<file path="src/rtl/writeback_stage_pkg.sv">
// writeback_stage_pkg: shared types and widths for the writeback stage
package writeback_stage_pkg;
  localparam int WB_DATA_W = 64;
  localparam int WB_REG_W  = 4;
  typedef enum logic [1:0] {EMPTY, COMMIT, STORE_WAIT, HALTED} wb_state_t;
  typedef struct packed {
    logic                 kill;
    logic [WB_DATA_W-1:0] alu;
    logic [WB_DATA_W-1:0] special;
    logic [WB_REG_W-1:0]  dest;
    logic                 dest_v;
    logic [WB_REG_W-1:0]  dest_s;
    logic                 dest_s_v;
    logic                 mem;
    logic [WB_DATA_W-1:0] addr;
    logic [WB_DATA_W-1:0] rip;
    logic [WB_DATA_W-1:0] rflags;
  } wb_entry_t;
  function automatic wb_state_t entry_state(input logic mem);
    return mem ? STORE_WAIT : COMMIT;
  endfunction
endpackage

</file>
<file path="src/rtl/writeback_stage.sv">
// writeback_stage: latches one executed instruction and commits it to the RF,
// rflags or memory, stalling Execute while a store waits and halting after a kill.
module writeback_stage
  import writeback_stage_pkg::*;
#(
  parameter int DATA_W = WB_DATA_W,
  parameter int REG_W  = WB_REG_W
) (
  input  logic              clk,
  input  logic              reset,
  input  logic              validIn,
  input  logic              killIn,
  input  logic [DATA_W-1:0] aluResultIn,
  input  logic [DATA_W-1:0] aluResultSpecialIn,
  input  logic [REG_W-1:0]  destRegIn,
  input  logic              destRegValidIn,
  input  logic [REG_W-1:0]  destRegSpecialIn,
  input  logic              destRegSpecialValidIn,
  input  logic              isMemoryAccessDestIn,
  input  logic [DATA_W-1:0] memoryAddressDestIn,
  input  logic [DATA_W-1:0] currentRipIn,
  input  logic [DATA_W-1:0] rflagsIn,
  input  logic              storeAckIn,
  output logic              regWr0EnOut,
  output logic [REG_W-1:0]  regWr0AddrOut,
  output logic [DATA_W-1:0] regWr0DataOut,
  output logic              regWr1EnOut,
  output logic [REG_W-1:0]  regWr1AddrOut,
  output logic [DATA_W-1:0] regWr1DataOut,
  output logic              rflagsWrEnOut,
  output logic [DATA_W-1:0] rflagsOut,
  output logic              storeReqOut,
  output logic [DATA_W-1:0] storeAddrOut,
  output logic [DATA_W-1:0] storeDataOut,
  output logic              wbStallOut,
  output logic              haltOut,
  output logic [DATA_W-1:0] retiredCountOut,
  output logic [DATA_W-1:0] retiredRipOut
);
  wb_state_t         state_q, state_d, follow;
  wb_entry_t         entry_q, entry_d;
  logic [DATA_W-1:0] count_q, count_d, rip_q, rip_d;
  logic              commit, accept, wr0_en, wr1_en, store_req;
  always_comb begin
    commit          = state_q == COMMIT || (state_q == STORE_WAIT && storeAckIn);
    store_req       = state_q == STORE_WAIT;
    wr0_en          = commit & entry_q.dest_v & ~entry_q.mem;
    // primary port wins when both ports target the same register
    wr1_en          = commit & entry_q.dest_s_v & ~(wr0_en && entry_q.dest_s == entry_q.dest);
    regWr0EnOut     = wr0_en;
    regWr0AddrOut   = wr0_en ? entry_q.dest : '0;
    regWr0DataOut   = wr0_en ? entry_q.alu : '0;
    regWr1EnOut     = wr1_en;
    regWr1AddrOut   = wr1_en ? entry_q.dest_s : '0;
    regWr1DataOut   = wr1_en ? entry_q.special : '0;
    rflagsWrEnOut   = commit;
    rflagsOut       = commit ? entry_q.rflags : '0;
    storeReqOut     = store_req;
    storeAddrOut    = store_req ? entry_q.addr : '0;
    storeDataOut    = store_req ? entry_q.alu : '0;
    wbStallOut      = state_q == HALTED || (store_req && !storeAckIn) || (state_q == COMMIT && entry_q.kill);
    haltOut         = state_q == HALTED;
    retiredCountOut = count_q + DATA_W'(commit);
    retiredRipOut   = commit ? entry_q.rip : rip_q;
  end
  always_comb begin
    accept  = validIn & ~wbStallOut;
    entry_d = accept ? wb_entry_t'{
      kill: killIn, alu: aluResultIn, special: aluResultSpecialIn,
      dest: destRegIn, dest_v: destRegValidIn,
      dest_s: destRegSpecialIn, dest_s_v: destRegSpecialValidIn,
      mem: isMemoryAccessDestIn, addr: memoryAddressDestIn,
      rip: currentRipIn, rflags: rflagsIn} : entry_q;
    follow  = entry_q.kill ? HALTED : accept ? entry_state(isMemoryAccessDestIn) : EMPTY;
    state_d = state_q == EMPTY ? (accept ? entry_state(isMemoryAccessDestIn) : EMPTY)
            : commit ? follow : state_q;
    count_d = retiredCountOut;
    rip_d   = retiredRipOut;
  end
  always_ff @(posedge clk or posedge reset)
    if (reset) begin
      state_q <= EMPTY;
      entry_q <= '0;
      count_q <= '0;
      rip_q   <= '0;
    end else begin
      state_q <= state_d;
      entry_q <= entry_d;
      count_q <= count_d;
      rip_q   <= rip_d;
    end
endmodule

</file>
<file path="config.mk">
export PLATFORM = sky130hd
export DESIGN_NAME = writeback_stage
export DESIGN_NICKNAME = d
export VERILOG_FILES = /design/src/rtl/writeback_stage_pkg.sv /design/src/rtl/writeback_stage.sv
export SDC_FILE = /design/constraint.sdc
export NUM_CORES = 1
export LEC_CHECK = 0
export ABC_CLOCK_PERIOD_IN_PS = 24800
export CORE_AREA = 2 2 307 309
export CTS_BUF_LIST = sky130_fd_sc_hd__clkbuf_16
export DETAILED_ROUTE_END_ITERATION = 8
export DIE_AREA = 0 0 309 311
export PLACE_DENSITY = 0.53
export SYNTH_ARGS = -nofsm -noshare
export SYNTH_HDL_FRONTEND = slang
export SYNTH_SLANG_ARGS = --single-unit
</file>
<file path="constraint.sdc">
create_clock -name clk -period 24.8 [get_ports clk]
set_clock_uncertainty 0.1 [all_clocks]
set_input_delay 4.96 -clock clk [delete_from_list [all_inputs] [get_ports clk]]
set_output_delay 4.96 -clock clk [all_outputs]
set_load 0.01 [all_outputs]
</file>
# Word level (Yosys, flattened, before mapping)
# Index checks and enable logic that the tools add are counted.
[totals] reg_bits=462 output_inout_bits=462 elab_cells=50
[op_classes] n_addsub=1 eq_ne=4 n_mux=13 n_bitwise=8 n_reduce_logical=10
[ops] operator="$mux W64" count=6
[ops] operator="$add A64 B1 Y64" count=1
[ops] operator="$mux W2" count=5
[ops] operator="$mux W4" count=2
[ops] operator="$and A1 B1 Y1" count=5
[ops] operator="$eq A2 B2 Y1 const B" count=2
[ops] operator="$eq A4 B4 Y1" count=1
[ops] operator="$logic_and A1 B1 Y1" count=4
[ops] operator="$logic_or A1 B1 Y1" count=3
[ops] operator="$not A1 Y1" count=3
[ops] operator="$eq A2 B1 Y1 const B" count=1
[ops] operator="$logic_not A2 Y1" count=1
[ops] operator="$reduce_bool A2 Y1" count=1
[ops] operator="$logic_not A1 Y1" count=1

# Logic depth before layout (Yosys ltp)
# Gate-level depths: netlist of run 1.
[logic_depth] depth_word=10 ltp_mapped=12 depth_no_buf=9

# Worst setup path after synthesis of run 1
# OpenSTA, ideal clock, no wires.
[synth_path] path_kind="input-to-output" startpoint="in storeAckIn" endpoint="out retiredCountOut[60]" arrival_ns=7.576 t_required_ns=19.740 path_slack_ns=12.164 cell_stages=12 cell_sequence="nand2_1 -> mux2i_1 -> clkbuf_1 -> clkbuf_1 -> ha_1 -> ha_1 -> nand4_1 -> nor4_4 -> nor3b_2 -> buf_6 -> nor4b_4 -> xor2_1"
[synth_via] elab_chain_len=3
[synth_rtl] element="start, declared" line_no="writeback_stage.sv:23" text="input logic storeAckIn,"
[synth_rtl] element="$logic_and A1 B1 Y1" line_no="writeback_stage.sv:45" text="commit = state_q == COMMIT || (state_q == STORE_WAIT && storeAckIn);"
[synth_rtl] element="$logic_or A1 B1 Y1" line_no="writeback_stage.sv:45"
[synth_rtl] element="via rflagsWrEnOut" line_no="writeback_stage.sv:30" text="output logic rflagsWrEnOut,"
[synth_rtl] element="$add A64 B1 Y64" line_no="writeback_stage.sv:63" text="retiredCountOut = count_q + DATA_W'(commit);"
[synth_rtl] element="end, declared" line_no="writeback_stage.sv:37" text="output logic [DATA_W-1:0] retiredCountOut,"
# The timed path passes the listed nets, and every way through them passes these cells.

# Final worst setup path of run 1
[layout_path] startpoint="in storeAckIn" endpoint="out retiredCountOut[60]"
[layout_via] elab_chain_len=3
[layout_rtl] element="$logic_and A1 B1 Y1" line_no="writeback_stage.sv:45"
[layout_rtl] element="$logic_or A1 B1 Y1" line_no="writeback_stage.sv:45"
[layout_rtl] element="$add A64 B1 Y64" line_no="writeback_stage.sv:63"
# No other way between the ends.

==> results of run 1 <==
==> synth_stat cells <==
cell,instances
nor3b_2,1
buf_6,3
and2_1,329
o21ai_1,1
clkbuf_2,1
mux2_2,395
or3_1,2
inv_1,13
nor4_1,7
nand4_1,18
and3b_1,1
a21oi_1,5
and4_1,2
nor2b_1,2
nor4_4,6
nor3_2,6
nand3_2,3
clkbuf_1,38
and4_4,1
o21ai_0,2
xor2_1,40
nor4b_4,1
nor4b_2,2
nor2_1,23
and3_1,7
dfrtp_1,462
nand3_1,16
nand2b_1,1
xnor2_1,26
buf_2,41
nor3_1,10
nand3_4,2
mux2i_1,1
ha_1,2
a21oi_2,1
nand2_1,30
nand4_4,2
==> cell usage in the layout, fill, tap and decap left out, types with 2 or more instances in the layout <==
cell,count
nand2_1,30
buf_4,14
nor4_4,6
xor2_1,40
nor4b_2,2
clkinv_1,13
nor2_1,23
a21oi_1,5
nand3_4,2
and2_1,329
ha_1,2
clkdlybuf4s50_1,797
and3_1,7
o21ai_0,2
diode_2,9
nor3_1,10
nand3_1,16
clkinv_16,2
bufinv_16,3
nand4_4,2
nand4_1,18
clkinv_2,6
dfrtp_1,462
nand3_2,3
nor3_2,6
inv_1,29
xnor2_1,26
and4_1,2
clkinvlp_4,2
or3_1,2
clkbuf_16,56
mux2_2,395
inv_6,2
nor4_1,7
==> path summary, 6_finish.rpt <==
path / slack (ns) / end / start / depth (start not counted)
worst min register to register: 0.38 / entry_q[192] / entry_q[192] / 2
worst max-delay path: 9.57 / retiredCountOut[60] / storeAckIn / 12
min in group asynchronous: 4.81 / entry_q[218] / reset / 2
worst max register to register: 19.95 / count_q[60] / state_q[1] / 10
worst min-delay path: 0.38 / entry_q[192] / entry_q[192] / 2
max in group asynchronous: 16.84 / entry_q[173] / reset / 5
==> layer usage <==
metal,wire length [um],up-vias
met5,56,-
met4,1990,8
met3,5310,111
met2,35100,483
met1,25600,7220
li1,-,6648
==> registers in the layout, summed over array words and instances, names as in the netlist <==
name     flops
entry_q    332
count_q     64
rip_q       64
state_q      2
==> per-stage QoR <==
stage,setup WS (ns),utilization,hold slack [ns]
finish,9.57,0.337,0.376
global route,9.18,0.337,0.394
CTS,9.43,0.336,0.383
floorplan,6.86,-,0.343
detailed placement,9.44,0.318,0.361
global placement,9.49,0.318,0.361
==> cells by family after synthesis <==
| group | after synthesis |
|---|---|
| muxes | 396 |
| xor gates and xnor gates | 66 |
| and+or+nand+nor | 472 |
| DFF | 462 |
| AOI/OAI and AO/OA | 9 |
| buffers and inverters | 96 |
| adders and majority gates | 2 |
==> area by class of cell <==
cell class	count	area, um^2
Fill cell	9333	61500
Sequential cell	462	11600
Multi-Input combinational cell	945	8170
Timing Repair Buffer	812	8100
Tap cell	1254	1570
Clock buffer	56	1400
Clock inverter	47	350
Inverter	13	56.3
Antenna cell	9	22.5
==> power by group <==
part	switching, mW	total, mW	internal (mW)
combinational	0.526	1.29	0.768
sequential	0.173	1.27	1.09
clock	0.340	0.782	0.442
total	1.04	3.34	2.30
==> worst max-delay path, stage by stage <==
cell and delay [ns]:
clkdlybuf4s50_1 0.51, nand2_1 0.10, mux2i_4 0.73, buf_4 0.61
ha_1 0.31, ha_1 0.21, nand4_1 0.23, nor4_4 0.35
nor3b_2 0.85, nor4b_4 0.35, xor2_1 0.29, clkdlybuf4s50_1 0.60
==> impl_metrics.ini, run 1 <==
[timing]
tns_ns = 0
min_period_ns = 15.23
maxSlewHeadroom = 0.219
fin_crit_sh = 0.614
setup_viol = 0
finalMaxSlewViolations = 0
rsz0062_at_grt = no
final-hold-violation-count = 0
worst_slew_pin_slew_ns = 1.17
fmax_mhz = 65.6

[route]
drc = 0
antenna_left = 0
first_pass_iters = 4
first_iter_violations = 473
vias = 14500
wl_mm = 68.1
via_per_inst = 4.02
post_drt_wl_per_cell_um = 18.9

[synthesis]
yosys.area_share.adder = 0.00124
synth_top_family_by_area = multiplexers
synth-seq-area-share = 0.574
synth_top_area_share = 0.574
synth.largest_area_cell = dfrtp_1
synth_seq_cells = 462
synth-simple-area-share = 0.150
syn_nets = 1841
synthTopCellsByArea = dfrtp_1, mux2_2, and2_1
synth-compound-area-share = 0.00242
yosys_warnings = 0
synthXorXnorAreaFrac = 0.0287
syn-instance-count = 1503
synth_area_mm2 = 0.0201
synth.avg_cell_area_um2 = 13.4
synth.area.mux_share = 0.222
synth.distinct_cells = 37

[cts]
cts_hold_buf = 0
cts_resized = 0
cts_setup_buffers = 0
cts.path.max_buffers = 3
ctsRootBufferMaster = clkbuf_16
cts_max_level = 2
cts_num_sinks = 462
cts_buffers = 56
path_clk_slew_ns = 0.06
clkLatencyLatePin_ns = 0.63
cts_tree = done

[placed_design]
gp_congestion = 0.804
dp_hpwl_mm = 50.4
placed_area_mm2 = 0.0295
io_buffers = 797
place_inst = 3486

[final_layout]
nets = 2628
area_growth_pct = 55.2
final_area_mm2 = 0.0312
layout.cells.non_filler = 3598
drive_gt1_frac = 0.220

[grt]
grt_pass1_vias = 15700
grt.met1_usage = 0.152
grt_busiest_layer = met2
grt_max_degree = 152
grt_overflow = 0
grt_first_pass_wirelength_mm = 101
track_usage = 0.138
antenna_found_initial = 13
met3_usage = 0.0445
met2_usage = 0.245

[setup_path]
crit_type = in -> out
start_kind = input port
cp.arrival_ns = 10.17
required_ns = 19.74
worstSetupEndpointType = output port
cp_max_fo = 50

[power_and_ir_drop]
peakVddDrop_uv = 66.7
p_leak_nw = 12.9
p_total_mw = 3.34
power.density_mw_per_mm2 = 107

[die]
row_count = 112
io-pin-count = 798
core-area_mm2 = 0.0928
fp.dieArea_mm2 = 0.0961
die-width_um = 309
start_util = 0.217
die_h_um = 311

[worst_hold_path]
hp-class = reg -> reg

[run]
drv_cap = 0

[outcome]
status = completed
Power figures use the tool's default switching activity.
==> run 2: changes to the inputs <==
--- a/config.mk
+++ b/config.mk
@@ -5,12 +5,12 @@
 export SDC_FILE = /design/constraint.sdc
 export NUM_CORES = 1
 export LEC_CHECK = 0
-export ABC_CLOCK_PERIOD_IN_PS = 24800
+export ABC_CLOCK_PERIOD_IN_PS = 12740
 export CORE_AREA = 2 2 307 309
 export CTS_BUF_LIST = sky130_fd_sc_hd__clkbuf_16
 export DETAILED_ROUTE_END_ITERATION = 8
 export DIE_AREA = 0 0 309 311
-export PLACE_DENSITY = 0.53
+export PLACE_DENSITY = 0.54
 export SYNTH_ARGS = -nofsm -noshare
 export SYNTH_HDL_FRONTEND = slang
 export SYNTH_SLANG_ARGS = --single-unit
==> constraint.sdc (replaced) <==
create_clock -name clk -period 12.74 [get_ports clk]
set_clock_uncertainty 0.1 [all_clocks]
set_input_delay 2.548 -clock clk [delete_from_list [all_inputs] [get_ports clk]]
set_output_delay 2.548 -clock clk [all_outputs]
set_load 0.01 [all_outputs]
==> impl_metrics.ini, run 2 (same netlist as run 1, synthesis figures left out) <==
[timing]
fin_crit_sh = 0.755
final-hold-violation-count = 0
worst_slew_pin_slew_ns = 1.03
finalMaxSlewViolations = 0
tns_ns = 0
min_period_ns = 9.62
rsz0062_at_grt = no
setup_viol = 0
maxSlewHeadroom = 0.313
fmax_mhz = 104

[setup_path]
start_kind = input port
crit_chain = clkdlybuf4s50_1 > nand2_1 > mux2i_4 > buf_4 > ha_1 > ha_1 > nand4_1 > nor4_4 > nor3b_2 > nor4b_2 > xor2_1 > clkdlybuf4s50_1
crit_path_top_delay_cell = nor3b_2
reg2reg_depth = 9
critPathMaxStageDelay_ns = 0.82
cp_max_fo = 39
required_ns = 10.09
crit_type = in -> out
worstSetupEndpointType = output port
cp.arrival_ns = 6.98

[die]
io-pin-count = 798
core-area_mm2 = 0.0928
fp.dieArea_mm2 = 0.0961
row_count = 112
start_util = 0.217
die-width_um = 309
die_h_um = 311

[route]
wl_mm = 70.5
vias = 14600
post_drt_wl_per_cell_um = 19.6
drc = 0
via_per_inst = 4.06
first_pass_iters = 4
antenna_left = 0
first_iter_violations = 471

[cts]
ctsRootBufferMaster = clkbuf_16
cts_num_sinks = 462
cts_resized = 0
cts_tree = done
clkLatencyLatePin_ns = 0.62
cts.path.max_buffers = 3
cts_setup_buffers = 0
path_clk_slew_ns = 0.05
cts_buffers = 55
cts_max_level = 2
cts_hold_buf = 0

[placed_design]
dp_hpwl_mm = 52.7
io_buffers = 797
gp_congestion = 0.833

[final_layout]
regMostFlops = entry_q
layout_commonest_cell = clkdlybuf4s50_1
final_cell_mix = clkdlybuf4s50_1, dfrtp_1, mux2_2
multi_input_area_mm2 = 0.00817
utilization = 0.336
drive_gt1_frac = 0.220
fillerInstances = 9252
nets = 2627
largest_reg_flops = 332
seq_area_mm2 = 0.0116
area_growth_pct = 55.0
reg_top3 = entry_q x332, count_q x64, rip_q x64

[grt]
grt_pass1_vias = 15800
grt_overflow = 0
track_usage = 0.142
grt_max_degree = 160
antenna_found_initial = 14
grt_first_pass_wirelength_mm = 103

[run]
drv_cap = 0

[power_and_ir_drop]
peakVddDrop_uv = 113
power.density_mw_per_mm2 = 209
p_leak_nw = 12.9

[worst_hold_path]
holdPathStages = 1
hp-class = reg -> reg

[outcome]
status = completed
[run 2: final timing paths]
| path | start | end | slack, ns |
|---|---|---|---|
| max in group asynchronous | reset | entry_q[168] | 7.85 |
| setup reg to reg | state_q[0] | count_q[58] | 8.70 |
| hold reg to reg | count_q[63] | count_q[63] | 0.36 |
| min in group asynchronous | reset | entry_q[112] | 2.39 |
| hold / removal | count_q[63] | count_q[63] | 0.36 |
| setup / recovery | storeAckIn | retiredCountOut[58] | 3.12 |
[run 2: worst max-delay path: cells and delay by family]
family	cells	cell delay, ns
AND/OR/NAND/NOR	5	1.88
XOR/XNOR	1	0.24
adder cells (fa/ha/maj)	2	0.52
buffers and inverters	3	1.57
multiplexers	1	0.17
[run 2: routing by layer]
metal,part of all wire,wire length [um],vias up,global-route usage
met2,0.51,35700,533,0.247
met4,0.026,1860,2,0.0490
li1,-,-,6645,-
met3,0.086,6030,100,0.0492
met1,0.38,26900,7323,0.161
met5,0.00017,12,-,0
[run 2: layout make-up]
class                           instances  share of cell area
Antenna cell                           12            0.000963
Tap cell                             1254              0.0503
Clock inverter                         40             0.00911
Multi-Input combinational cell        945               0.262
Clock buffer                           56              0.0449
Timing Repair Buffer                  812               0.261
Sequential cell                       462               0.371
Inverter                               13             0.00168
[run 2: per-stage QoR]
step | instance area (um^2) | hold WS [ns] | power (mW) | worst slack [ns] | cells
after floorplan | 20100 | 0.343 | 3.73 | 3.84 | 1503
after global placement | 29500 | 0.365 | 5.00 | 3.14 | 3486
after detailed placement | 29500 | 0.355 | 5.08 | 3.02 | 3486
after CTS | 31200 | 0.364 | 6.64 | 2.98 | 3582
after global routing | 31200 | 0.390 | 6.91 | 2.73 | 3592
final | 31200 | 0.361 | 6.52 | 3.12 | 3594
[run 2: power breakdown]
part	switching, mW	total (mW)	internal (mW)
clock	0.632	1.50	0.867
combinational	1.05	2.55	1.50
sequential	0.338	2.47	2.13
==> run 3: changes to the inputs <==
--- a/config.mk
+++ b/config.mk
@@ -5,7 +5,7 @@
 export SDC_FILE = /design/constraint.sdc
 export NUM_CORES = 1
 export LEC_CHECK = 0
-export ABC_CLOCK_PERIOD_IN_PS = 12740
+export ABC_CLOCK_PERIOD_IN_PS = 7800
 export CORE_AREA = 2 2 307 309
 export CTS_BUF_LIST = sky130_fd_sc_hd__clkbuf_16
 export DETAILED_ROUTE_END_ITERATION = 8
==> constraint.sdc (replaced) <==
create_clock -name clk -period 7.8 [get_ports clk]
set_clock_uncertainty 0.1 [all_clocks]
set_input_delay 1.56 -clock clk [delete_from_list [all_inputs] [get_ports clk]]
set_output_delay 1.56 -clock clk [all_outputs]
set_load 0.01 [all_outputs]
==> impl_metrics.ini, run 3 (same netlist as run 1, synthesis figures left out) <==
[die]
fp.dieArea_mm2 = 0.0961
die-width_um = 309
die_h_um = 311
io-pin-count = 798
row_count = 112
start_util = 0.217
core-area_mm2 = 0.0928

[cts]
cts.path.max_buffers = 3
ctsRootBufferMaster = clkbuf_16
cts_buffers = 55
cts_setup_buffers = 0
path_clk_slew_ns = 0.06
cts_resized = 0
cts_num_sinks = 462
cts_hold_buf = 0
clkLatencyLatePin_ns = 0.62
cts_tree = done
cts_max_level = 2

[timing]
rsz0062_at_grt = no
min_period_ns = 6.98
setup_ws_ns = 0.823
finalMaxSlewViolations = 0
final-hold-violation-count = 0
worst_slew_pin_slew_ns = 0.999
fmax_mhz = 143
maxSlewHeadroom = 0.333
fin_crit_sh = 0.895
setup_viol = 0

[setup_path]
crit_buf_inv = 3
cp_top_family = buffers and inverters
cp_max_fo = 10
crit_chain = clkdlybuf4s50_1 > nand2_1 > mux2i_4 > ha_1 > ha_1 > nand4_1 > nor4_4 > nor3b_2 > buf_4 > nor4b_4 > xor2_1 > clkdlybuf4s50_1
cp.arrival_ns = 5.32
required_ns = 6.14
start_kind = input port
crit_type = in -> out
critPathMaxStageDelay_ns = 0.62
crit_path_top_delay_cell = clkdlybuf4s50_1
ff2ff_setup_slack_ns = 4.43
worstSetupEndpointType = output port

[placed_design]
placed_area_mm2 = 0.0295
dp_hpwl_mm = 52.9
gp_congestion = 0.839
place_inst = 3488
io_buffers = 797
pre_cts_ws_ns = 0.732

[final_layout]
layout.cells.non_filler = 3600
nets = 2629
drive_gt1_frac = 0.218
largest_reg_flops = 332
reg_top3 = entry_q x332, count_q x64, rip_q x64
final_cell_mix = clkdlybuf4s50_1, dfrtp_1, mux2_2
regMostFlops = entry_q
utilization = 0.336
layout_commonest_cell = clkdlybuf4s50_1
final_area_mm2 = 0.0312
area_growth_pct = 55.1

[grt]
grt_max_degree = 155
grt_overflow = 0
track_usage = 0.144
grt_pass1_vias = 16000
grt_first_pass_wirelength_mm = 105
antenna_found_initial = 11

[route]
antenna_left = 0
via_per_inst = 4.06
drc = 0
first_pass_iters = 5
first_iter_violations = 546
post_drt_wl_per_cell_um = 19.7
vias = 14600
wl_mm = 71.0

[power_and_ir_drop]
p_leak_nw = 12.8
peakVddDrop_uv = 244
p_total_mw = 10.6
power.density_mw_per_mm2 = 340

[worst_hold_path]
hp-class = reg -> reg

[outcome]
status = completed

[run]
drv_cap = 0
-- run 3: changes by cell type in the layout (fill, tap and decap cells not counted), sizes merged --
cell      previous run  this run
buf                 15        17
diode               12        10
inv                 28        27
bufinv               4         2
clkinv              20        28
clkinvlp             1         2
-- run 3: cell type report --
| cell class | count | area, um^2 |
|---|---|---|
| Antenna cell | 10 | 25.0 |
| Sequential cell | 462 | 11600 |
| Multi-Input combinational cell | 945 | 8170 |
| Inverter | 13 | 52.6 |
| Timing Repair Buffer | 814 | 8180 |
| Clock buffer | 56 | 1400 |
| Clock inverter | 46 | 255 |
| Tap cell | 1254 | 1570 |
| Fill cell | 9250 | 61600 |
-- run 3: final timing paths --
| check | startpoint | to | depth (start not counted) |
|---|---|---|---|
| max | storeAckIn | retiredCountOut[60] | 12 |
| min | count_q[63] | count_q[63] | 1 |
| max reg2reg | state_q[0] | count_q[60] | 9 |
| min reg2reg | count_q[63] | count_q[63] | 1 |
| max in group asynchronous | reset | entry_q[326] | 3 |
| min in group asynchronous | reset | entry_q[219] | 2 |
-- run 3: layer usage --
metal,share of wire,up-vias,track usage,routed length [um]
met3,0.083,101,0.0488,5920
li1,-,6662,-,-
met1,0.39,7336,0.163,27700
met2,0.50,530,0.248,35500
met4,0.027,0,0.0527,1880
met5,0,-,0,0
-- run 3: power by group --
part           switching [mW]  total, mW  internal, mW
clock                    1.05       2.40          1.35
sequential              0.564       4.05          3.48
combinational            1.70       4.16          2.46
-- run 3: per-stage QoR --
stage / TNS (ns) / hold slack [ns]
finish: 0 / 0.370
global route: 0 / 0.397
CTS: 0 / 0.380
detailed placement: 0 / 0.358
global placement: 0 / 0.364
floorplan: -52.19 / 0.343
